### config.mk
export PLATFORM = sky130hd
export DESIGN_NAME = lsu_ctrl
export DESIGN_NICKNAME = d
export VERILOG_FILES = /design/src/rtl/lsu_pkg.sv /design/src/rtl/lsu_lane.sv /design/src/rtl/lsu_ctrl.sv
export SDC_FILE = /design/constraint.sdc
export NUM_CORES = 1
export LEC_CHECK = 0
export BUFFER_PORTS_ARGS = -buffer_cell sky130_fd_sc_hd__buf_2
export CORE_MARGIN = 4
export CORE_UTILIZATION = 56
export DETAILED_ROUTE_END_ITERATION = 10
export GPL_ROUTABILITY_DRIVEN = 0
export PLACE_DENSITY_LB_ADDON = 0.15
export SETUP_SLACK_MARGIN = 0.05
export SYNTH_ARGS = -nofsm -noshare
export SYNTH_HDL_FRONTEND = slang
export SYNTH_SLANG_ARGS = --single-unit
### constraint.sdc
create_clock -name clk -period 7.4 [get_ports clk]
set_clock_uncertainty 0.05 [all_clocks]
set_input_delay 1.48 -clock clk [delete_from_list [all_inputs] [get_ports clk]]
set_output_delay 1.48 -clock clk [all_outputs]
set_load 0.005 [all_outputs]
### src/rtl/lsu_pkg.sv
// lsu_pkg: shared types and constants for the load/store sequencer.
//   lsu_state_t   - controller FSM states
//   SIZE_*        - encodings of the req_size field (2'b11 behaves as word)
//   is_misaligned - alignment test used when LSU_MISALIGN_CHECK_EN is defined
package lsu_pkg;

    typedef enum logic [2:0] {
        IDLE,
        LOAD,
        RMW_RD,
        WRITE,
        RESP
    } lsu_state_t;

    localparam logic [1:0] SIZE_BYTE = 2'b00;
    localparam logic [1:0] SIZE_HALF = 2'b01;
    localparam logic [1:0] SIZE_WORD = 2'b10;

    // Bytes are always aligned; halves need addr[0]=0; words (and size 11) need addr[1:0]=0.
    function automatic logic is_misaligned(input logic [1:0] size, input logic [1:0] byte_off);
        case (size)
            SIZE_BYTE: return 1'b0;
            SIZE_HALF: return byte_off[0];
            default:   return byte_off != 2'b00;
        endcase
    endfunction

endpackage

### src/rtl/lsu_lane.sv
// lsu_lane: combinational byte-lane logic shared by the load and read-modify-write paths.
// Ports:
//   rd_word      in  32  word read from data memory
//   byte_off     in  2   byte offset within the word (addr[1:0])
//   size         in  2   access size (SIZE_BYTE / SIZE_HALF / word)
//   is_unsigned  in  1   zero-extend loads when 1
//   wdata        in  32  right-aligned store data
//   load_data    out 32  selected lane(s), sign/zero extended
//   merge_data   out 32  rd_word with the addressed lane(s) replaced by wdata
module lsu_lane
    import lsu_pkg::*;
(
    input  logic [31:0] rd_word,
    input  logic [1:0]  byte_off,
    input  logic [1:0]  size,
    input  logic        is_unsigned,
    input  logic [31:0] wdata,
    output logic [31:0] load_data,
    output logic [31:0] merge_data
);

    function automatic logic [31:0] extract_extend(
        input logic [31:0] w,
        input logic [1:0]  off,
        input logic [1:0]  sz,
        input logic        uns
    );
        logic        [7:0]  b;
        logic        [15:0] h;
        logic signed [7:0]  sb;
        logic signed [15:0] sh;
        logic signed [31:0] ext;
        case (off)
            2'd0:    b = w[7:0];
            2'd1:    b = w[15:8];
            2'd2:    b = w[23:16];
            default: b = w[31:24];
        endcase
        // Halves are selected by addr[1] alone; addr[0] is either rejected or ignored upstream.
        h  = off[1] ? w[31:16] : w[15:0];
        sb = b;
        sh = h;
        case (sz)
            SIZE_BYTE: begin
                ext = sb;
                return uns ? {24'd0, b} : ext;
            end
            SIZE_HALF: begin
                ext = sh;
                return uns ? {16'd0, h} : ext;
            end
            default: return w;
        endcase
    endfunction

    function automatic logic [31:0] merge_store(
        input logic [31:0] w,
        input logic [1:0]  off,
        input logic [1:0]  sz,
        input logic [31:0] wd
    );
        logic [31:0] m;
        m = w;
        case (sz)
            SIZE_BYTE: begin
                case (off)
                    2'd0:    m[7:0]   = wd[7:0];
                    2'd1:    m[15:8]  = wd[7:0];
                    2'd2:    m[23:16] = wd[7:0];
                    default: m[31:24] = wd[7:0];
                endcase
            end
            SIZE_HALF: begin
                if (off[1]) m[31:16] = wd[15:0];
                else        m[15:0]  = wd[15:0];
            end
            default: m = wd;
        endcase
        return m;
    endfunction

    assign load_data  = extract_extend(rd_word, byte_off, size, is_unsigned);
    assign merge_data = merge_store(rd_word, byte_off, size, wdata);

endmodule

### src/rtl/lsu_ctrl.sv
// lsu_ctrl: load/store sequencer between the memory stage and a word-only data memory
// (combinational read gated by write enable, synchronous write).
// Build option: LSU_MISALIGN_CHECK_EN - when defined, misaligned half/word accesses
// complete with rsp_err=1 and no memory access; when undefined they proceed using
// the aligned word (half selects by addr[1], word ignores addr[1:0]).
// Ports:
//   clk, rst                     clock (rising edge), asynchronous active-high reset
//   req_valid/req_ready          request handshake; ready only in IDLE
//   req_we, req_size, req_unsigned, req_addr, req_wdata   request fields
//   rsp_valid/rsp_ready          response handshake; response held until taken
//   rsp_rdata, rsp_err           load result (0 for stores/errors), misalignment flag
//   mem_addr, mem_write_data, mem_write_enable, mem_read_data   data memory interface
module lsu_ctrl
    import lsu_pkg::*;
#(
    parameter int ADDR_WIDTH = 32,
    parameter int DATA_WIDTH = 32
) (
    input  logic                  clk,
    input  logic                  rst,
    input  logic                  req_valid,
    output logic                  req_ready,
    input  logic                  req_we,
    input  logic [1:0]            req_size,
    input  logic                  req_unsigned,
    input  logic [ADDR_WIDTH-1:0] req_addr,
    input  logic [DATA_WIDTH-1:0] req_wdata,
    output logic                  rsp_valid,
    input  logic                  rsp_ready,
    output logic [DATA_WIDTH-1:0] rsp_rdata,
    output logic                  rsp_err,
    output logic [ADDR_WIDTH-1:0] mem_addr,
    output logic [DATA_WIDTH-1:0] mem_write_data,
    output logic                  mem_write_enable,
    input  logic [DATA_WIDTH-1:0] mem_read_data
);

    lsu_state_t            state;
    logic [ADDR_WIDTH-1:0] addr_q;
    logic [1:0]            size_q;
    logic                  we_q;
    logic                  uns_q;
    logic [DATA_WIDTH-1:0] wdata_q;

    logic [DATA_WIDTH-1:0] load_data;
    logic [DATA_WIDTH-1:0] merge_data;
    logic                  misaligned;

`ifdef LSU_MISALIGN_CHECK_EN
    assign misaligned = is_misaligned(req_size, req_addr[1:0]);
`else
    assign misaligned = 1'b0;
`endif

    assign req_ready = (state == IDLE);
    // Memory is word-only; the address comes straight from the latched request
    // so it is stable (and zero after reset) in every state.
    assign mem_addr  = {addr_q[ADDR_WIDTH-1:2], 2'b00};

    lsu_lane u_lane (
        .rd_word     (mem_read_data),
        .byte_off    (addr_q[1:0]),
        .size        (size_q),
        .is_unsigned (uns_q),
        .wdata       (wdata_q),
        .load_data   (load_data),
        .merge_data  (merge_data)
    );

    always_ff @(posedge clk or posedge rst) begin
        if (rst) begin
            state            <= IDLE;
            addr_q           <= '0;
            size_q           <= '0;
            we_q             <= 1'b0;
            uns_q            <= 1'b0;
            wdata_q          <= '0;
            rsp_valid        <= 1'b0;
            rsp_err          <= 1'b0;
            rsp_rdata        <= '0;
            mem_write_enable <= 1'b0;
            mem_write_data   <= '0;
        end else begin
            case (state)
                // Accept: latch the request and pick the access path.
                IDLE: begin
                    if (req_valid) begin
                        addr_q    <= req_addr;
                        size_q    <= req_size;
                        we_q      <= req_we;
                        uns_q     <= req_unsigned;
                        wdata_q   <= req_wdata;
                        rsp_rdata <= '0;
                        if (misaligned) begin
                            rsp_err   <= 1'b1;
                            rsp_valid <= 1'b1;
                            state     <= RESP;
                        end else if (!req_we) begin
                            state <= LOAD;
                        end else if (req_size == SIZE_BYTE || req_size == SIZE_HALF) begin
                            state <= RMW_RD;
                        end else begin
                            mem_write_data   <= req_wdata;
                            mem_write_enable <= 1'b1;
                            state            <= WRITE;
                        end
                    end
                end
                // Load: capture the extended lane data from the ungated read.
                LOAD: begin
                    rsp_rdata <= we_q ? '0 : load_data;
                    rsp_valid <= 1'b1;
                    state     <= RESP;
                end
                // Read half of read-modify-write: capture the merged word.
                RMW_RD: begin
                    mem_write_data   <= merge_data;
                    mem_write_enable <= 1'b1;
                    state            <= WRITE;
                end
                // Write: memory commits on this state's exiting edge.
                WRITE: begin
                    mem_write_enable <= 1'b0;
                    rsp_valid        <= 1'b1;
                    state            <= RESP;
                end
                // Response: hold until the consumer takes it.
                RESP: begin
                    if (rsp_ready) begin
                        rsp_valid <= 1'b0;
                        rsp_err   <= 1'b0;
                        state     <= IDLE;
                    end
                end
                default: state <= IDLE;
            endcase
        end
    end

endmodule

==> metrics.md <==
| Metric | Value |
|---|---|
| Post-Route WL | 19400 um |
| CP peak stage delay | 1.12 ns |
| CTS max path bufs | 2 |
| Area of the multi-input gates | 2800 um2 |
| Fmax | 0.275 GHz |
| Post-synthesis mux area share | 15.2% |
| Most Crowded Layer GR | met2 |
| CP startpoint kind | register |
| Status | finished clean |
| Cells after Synth | 596 |
| Post-Place Cell Area | 7490 um2 |
| Post-synth ARST share | 100% |
| Slew headroom | 7.87% |
| Arr. time, crit path | 3.94 ns |
| Horiz. Die Dim | 117 um |
| Setup Fix Bufs, Post-CTS | 0 |
| Clock power share | 24.6% |
| Critical path class | register to register |
| CTS Root Cell | clkbuf_16 |
| Final hold vios | 0 |
| R2R depth | 3 |
| Congestion Overflow GR | 0 |
| Met1 Use GR | 38.7% |
| Grt met3 use | 6.63% |
| Fin worst setup slack | 3.76 ns |
| R2r setup slk | 3.76 ns |
| DR pass1 iterations | 6 |
| Initial Util | 57.8% |
| Internal | 0.00252 W |
| Buffers on Ports | 200 |
| CTS resizes | 0 |
| Die Y | 117 um |
| Most common cell after layout, fill and taps aside | buf_2 |
| Filler cells | 897 |
| P_sw | 0.00145 W |
| Crit share post-route | 49.2% |
| Via count | 5667 |
| Fraction of layout instances using a drive strength above 1 | 43.0% |
| Slowest CP cell | nor2_1 |
| Max Cap Violations | 0 |
| Finished Cell Area | 8170 um2 |
| CP endpoint kind | register |
| Crit path required time | 7.70 ns |
| Total power | 0.00397 W |
| Worst-margin pin slew | 1.37 ns |
| Initial DRC count | 625 |
| First-pass GRT wire length | 30100 um |
| Pwr dens | 486 nW/um2 |
| Register clock-pin slew on the reported worst setup and hold paths | 0.06 ns |
| CTS tree | yes |
| WHS | 0.423 ns |
| Final net count | 849 |
| Ys Warns | 0 |
| Unique masters post-synth | 49 |
| Synth Area in XOR/XNOR | 0% |
| RR Startpoint | size_q[1] |
| # setup viols final | 0 |
| Reg-to-Reg End | rsp_rdata[16] |
| Routed Antenna Nets | 0 |
| Num CTS Buffers | 17 |
| Syn Area/Cell | 11.2 um2 |
| Combinational family with the most area after synthesis | compound AO/OA/AOI/OAI gates |
| Hold-fix buffers, CTS | 0 |
| WL/cell | 21.6 um |
| Initial antenna violation count | 1 |
| Hold Path Class | register to register |
| Sequential-to-total area share from yosys stat | 51.3% |
| Sequential Area | 3430 um2 |
| Vias in the first global route | 5597 |
| DRC | 0 |
| CTS sink count | 137 |
| I/O pin total | 204 |
| Worst Hold End | mem_write_data[30] |
| Sequential power share | 37.0% |
| Met2 Track Usage GR | 46.1% |
| Post-Synth Simple-Gate Area | 7.97% |
| EDFF count, synth | 0 |
| Sw Share | 36.5% |
| Post-Syn Area | 6690 um2 |
| Most frequent cells in the layout | 200 x buf_2, 137 x dfrtp_1, 73 x mux2_2 |
| Top FF cell, synth | dfrtp_1 |
| Htree depth | 4 |
| RSZ-0062 raised after global routing | no |
| Worst-Skew Late Latency | 0.42 ns |
| Post-Synth Adder-Cell Area | 0% |
| Slew Limit Fails | 0 |
| Core Area | 11600 um2 |
| Diodes inserted | 0 |
| Total Neg Setup Slack | 0 ns |
| Synthesized flop and latch total | 137 |
| Compound-Gate Fraction of Synth Area | 18.4% |
| Logic pwr share | 38.5% |
| Fin crit period | 3.64 ns |
| Area added between synthesis and finish | 22.2% |
| Total track usage | 28.8% |
| Placement Setup Slack | 3.90 ns |
| Die ar. | 13800 um2 |
| Critical Path, Cell by Cell | clkinv_1, nor2_1, a221o_1 |
| Via density | 6.29 |
| Largest net degree at the start of global routing | 73 |
| # rows | 39 |
| CP max FO | 35 |
| Hold depth | 2 |
| Dpl hpwl | 13700 um |
| Hold path start | mem_write_data[30] |
| Peak VDD IR | 0.210 mV |
| Leak Pwr | 3.90 nW |
==> how the worst max path moves through the flow <==
stage	start	end	slack, ns
after floorplan	rst	addr_q[0]	2.20
after global placement	size_q[1]	rsp_rdata[26]	4.10
after detailed placement	size_q[1]	rsp_rdata[31]	3.90
final	size_q[1]	rsp_rdata[16]	3.76
after global routing	size_q[1]	rsp_rdata[16]	3.52
after CTS	size_q[1]	rsp_rdata[16]	3.84
==> critical path: cells and delay by family, from the launching register on <==
| kind | cells | cell delay (ns) |
|---|---|---|
| DFF | 1 | 0.99 |
| and+or+nand+nor | 1 | 1.12 |
| buffers and inverters | 1 | 1.08 |
| AOI/OAI and AO/OA | 1 | 0.31 |
==> through the flow <==
stage	instances	utilization, %
3_3_place_gp	869	64.8
6_report	901	70.6
5_1_grt	901	70.6
3_5_place_dp	869	64.8
2_1_floorplan	598	-
4_1_cts	901	70.6
==> cell type report <==
class | count | share of cell area [%]
flip-flops and latches | 137 | 42.0
multi-input cells | 374 | 34.3
repair buffers | 206 | 12.8
clock buffers | 20 | 5.59
clock inverters | 12 | 2.70
well taps | 143 | 2.19
inverters | 9 | 0.444
==> cells in the mapped netlist, types with 3 or more instances <==
cell,number,area [um2]
a221oi_1,7,61.3
o2111ai_1,6,52.6
o31ai_1,8,60.1
clkbuf_1,26,97.6
a221o_1,16,160
and3_1,10,62.6
nand2b_1,9,56.3
mux2_2,73,822
nor3_1,4,20.0
nor2_1,9,33.8
a222oi_1,7,70.1
nand3_1,17,85.1
buf_4,33,248
dfrtp_1,137,3430
o21ai_1,3,15.0
mux2i_1,17,170
o22ai_1,8,50.1
inv_1,8,30.0
buf_2,16,80.1
nand2_1,52,195
a21oi_1,14,70.1
a22oi_1,15,113
o21ai_0,50,250
o221a_2,7,78.8
a211oi_1,9,67.6
o211ai_1,8,60.1
==> routing by layer <==
metal,part of all wire [%],vias to the layer above
met4,3.1,2
met3,8.7,48
met2,48,329
met5,0.041,-
met1,40,2787
li1,-,2501
==> registers in the layout (all words and copies together), names as in the netlist <==
signal and flops:
size_q 2, addr_q 32, we_q 1, rsp_valid 1, uns_q 1, mem_write_enable 1
wdata_q 32, rsp_rdata 32, state 3, mem_write_data 32
==> power groups by stage <==
| stage | combinational, W | clock [W] | sequential [W] |
|---|---|---|---|
| floorplan | 0.00116 | 0 | 0.00133 |
| global placement | 0.00146 | 0 | 0.00144 |
| detailed placement | 0.00151 | 0 | 0.00146 |
| CTS | 0.00153 | 0.000978 | 0.00146 |
| global route | 0.00168 | 0.00102 | 0.00151 |
| finish | 0.00153 | 0.000975 | 0.00147 |
==> logic make-up after synthesis <==
| group | count (synthesis) |
|---|---|
| mux | 91 |
| buf+inv | 87 |
| other cells | 1 |
| simple gates | 110 |
| flops | 137 |
| compound gates | 170 |
(Power assumes the default switching activity.)
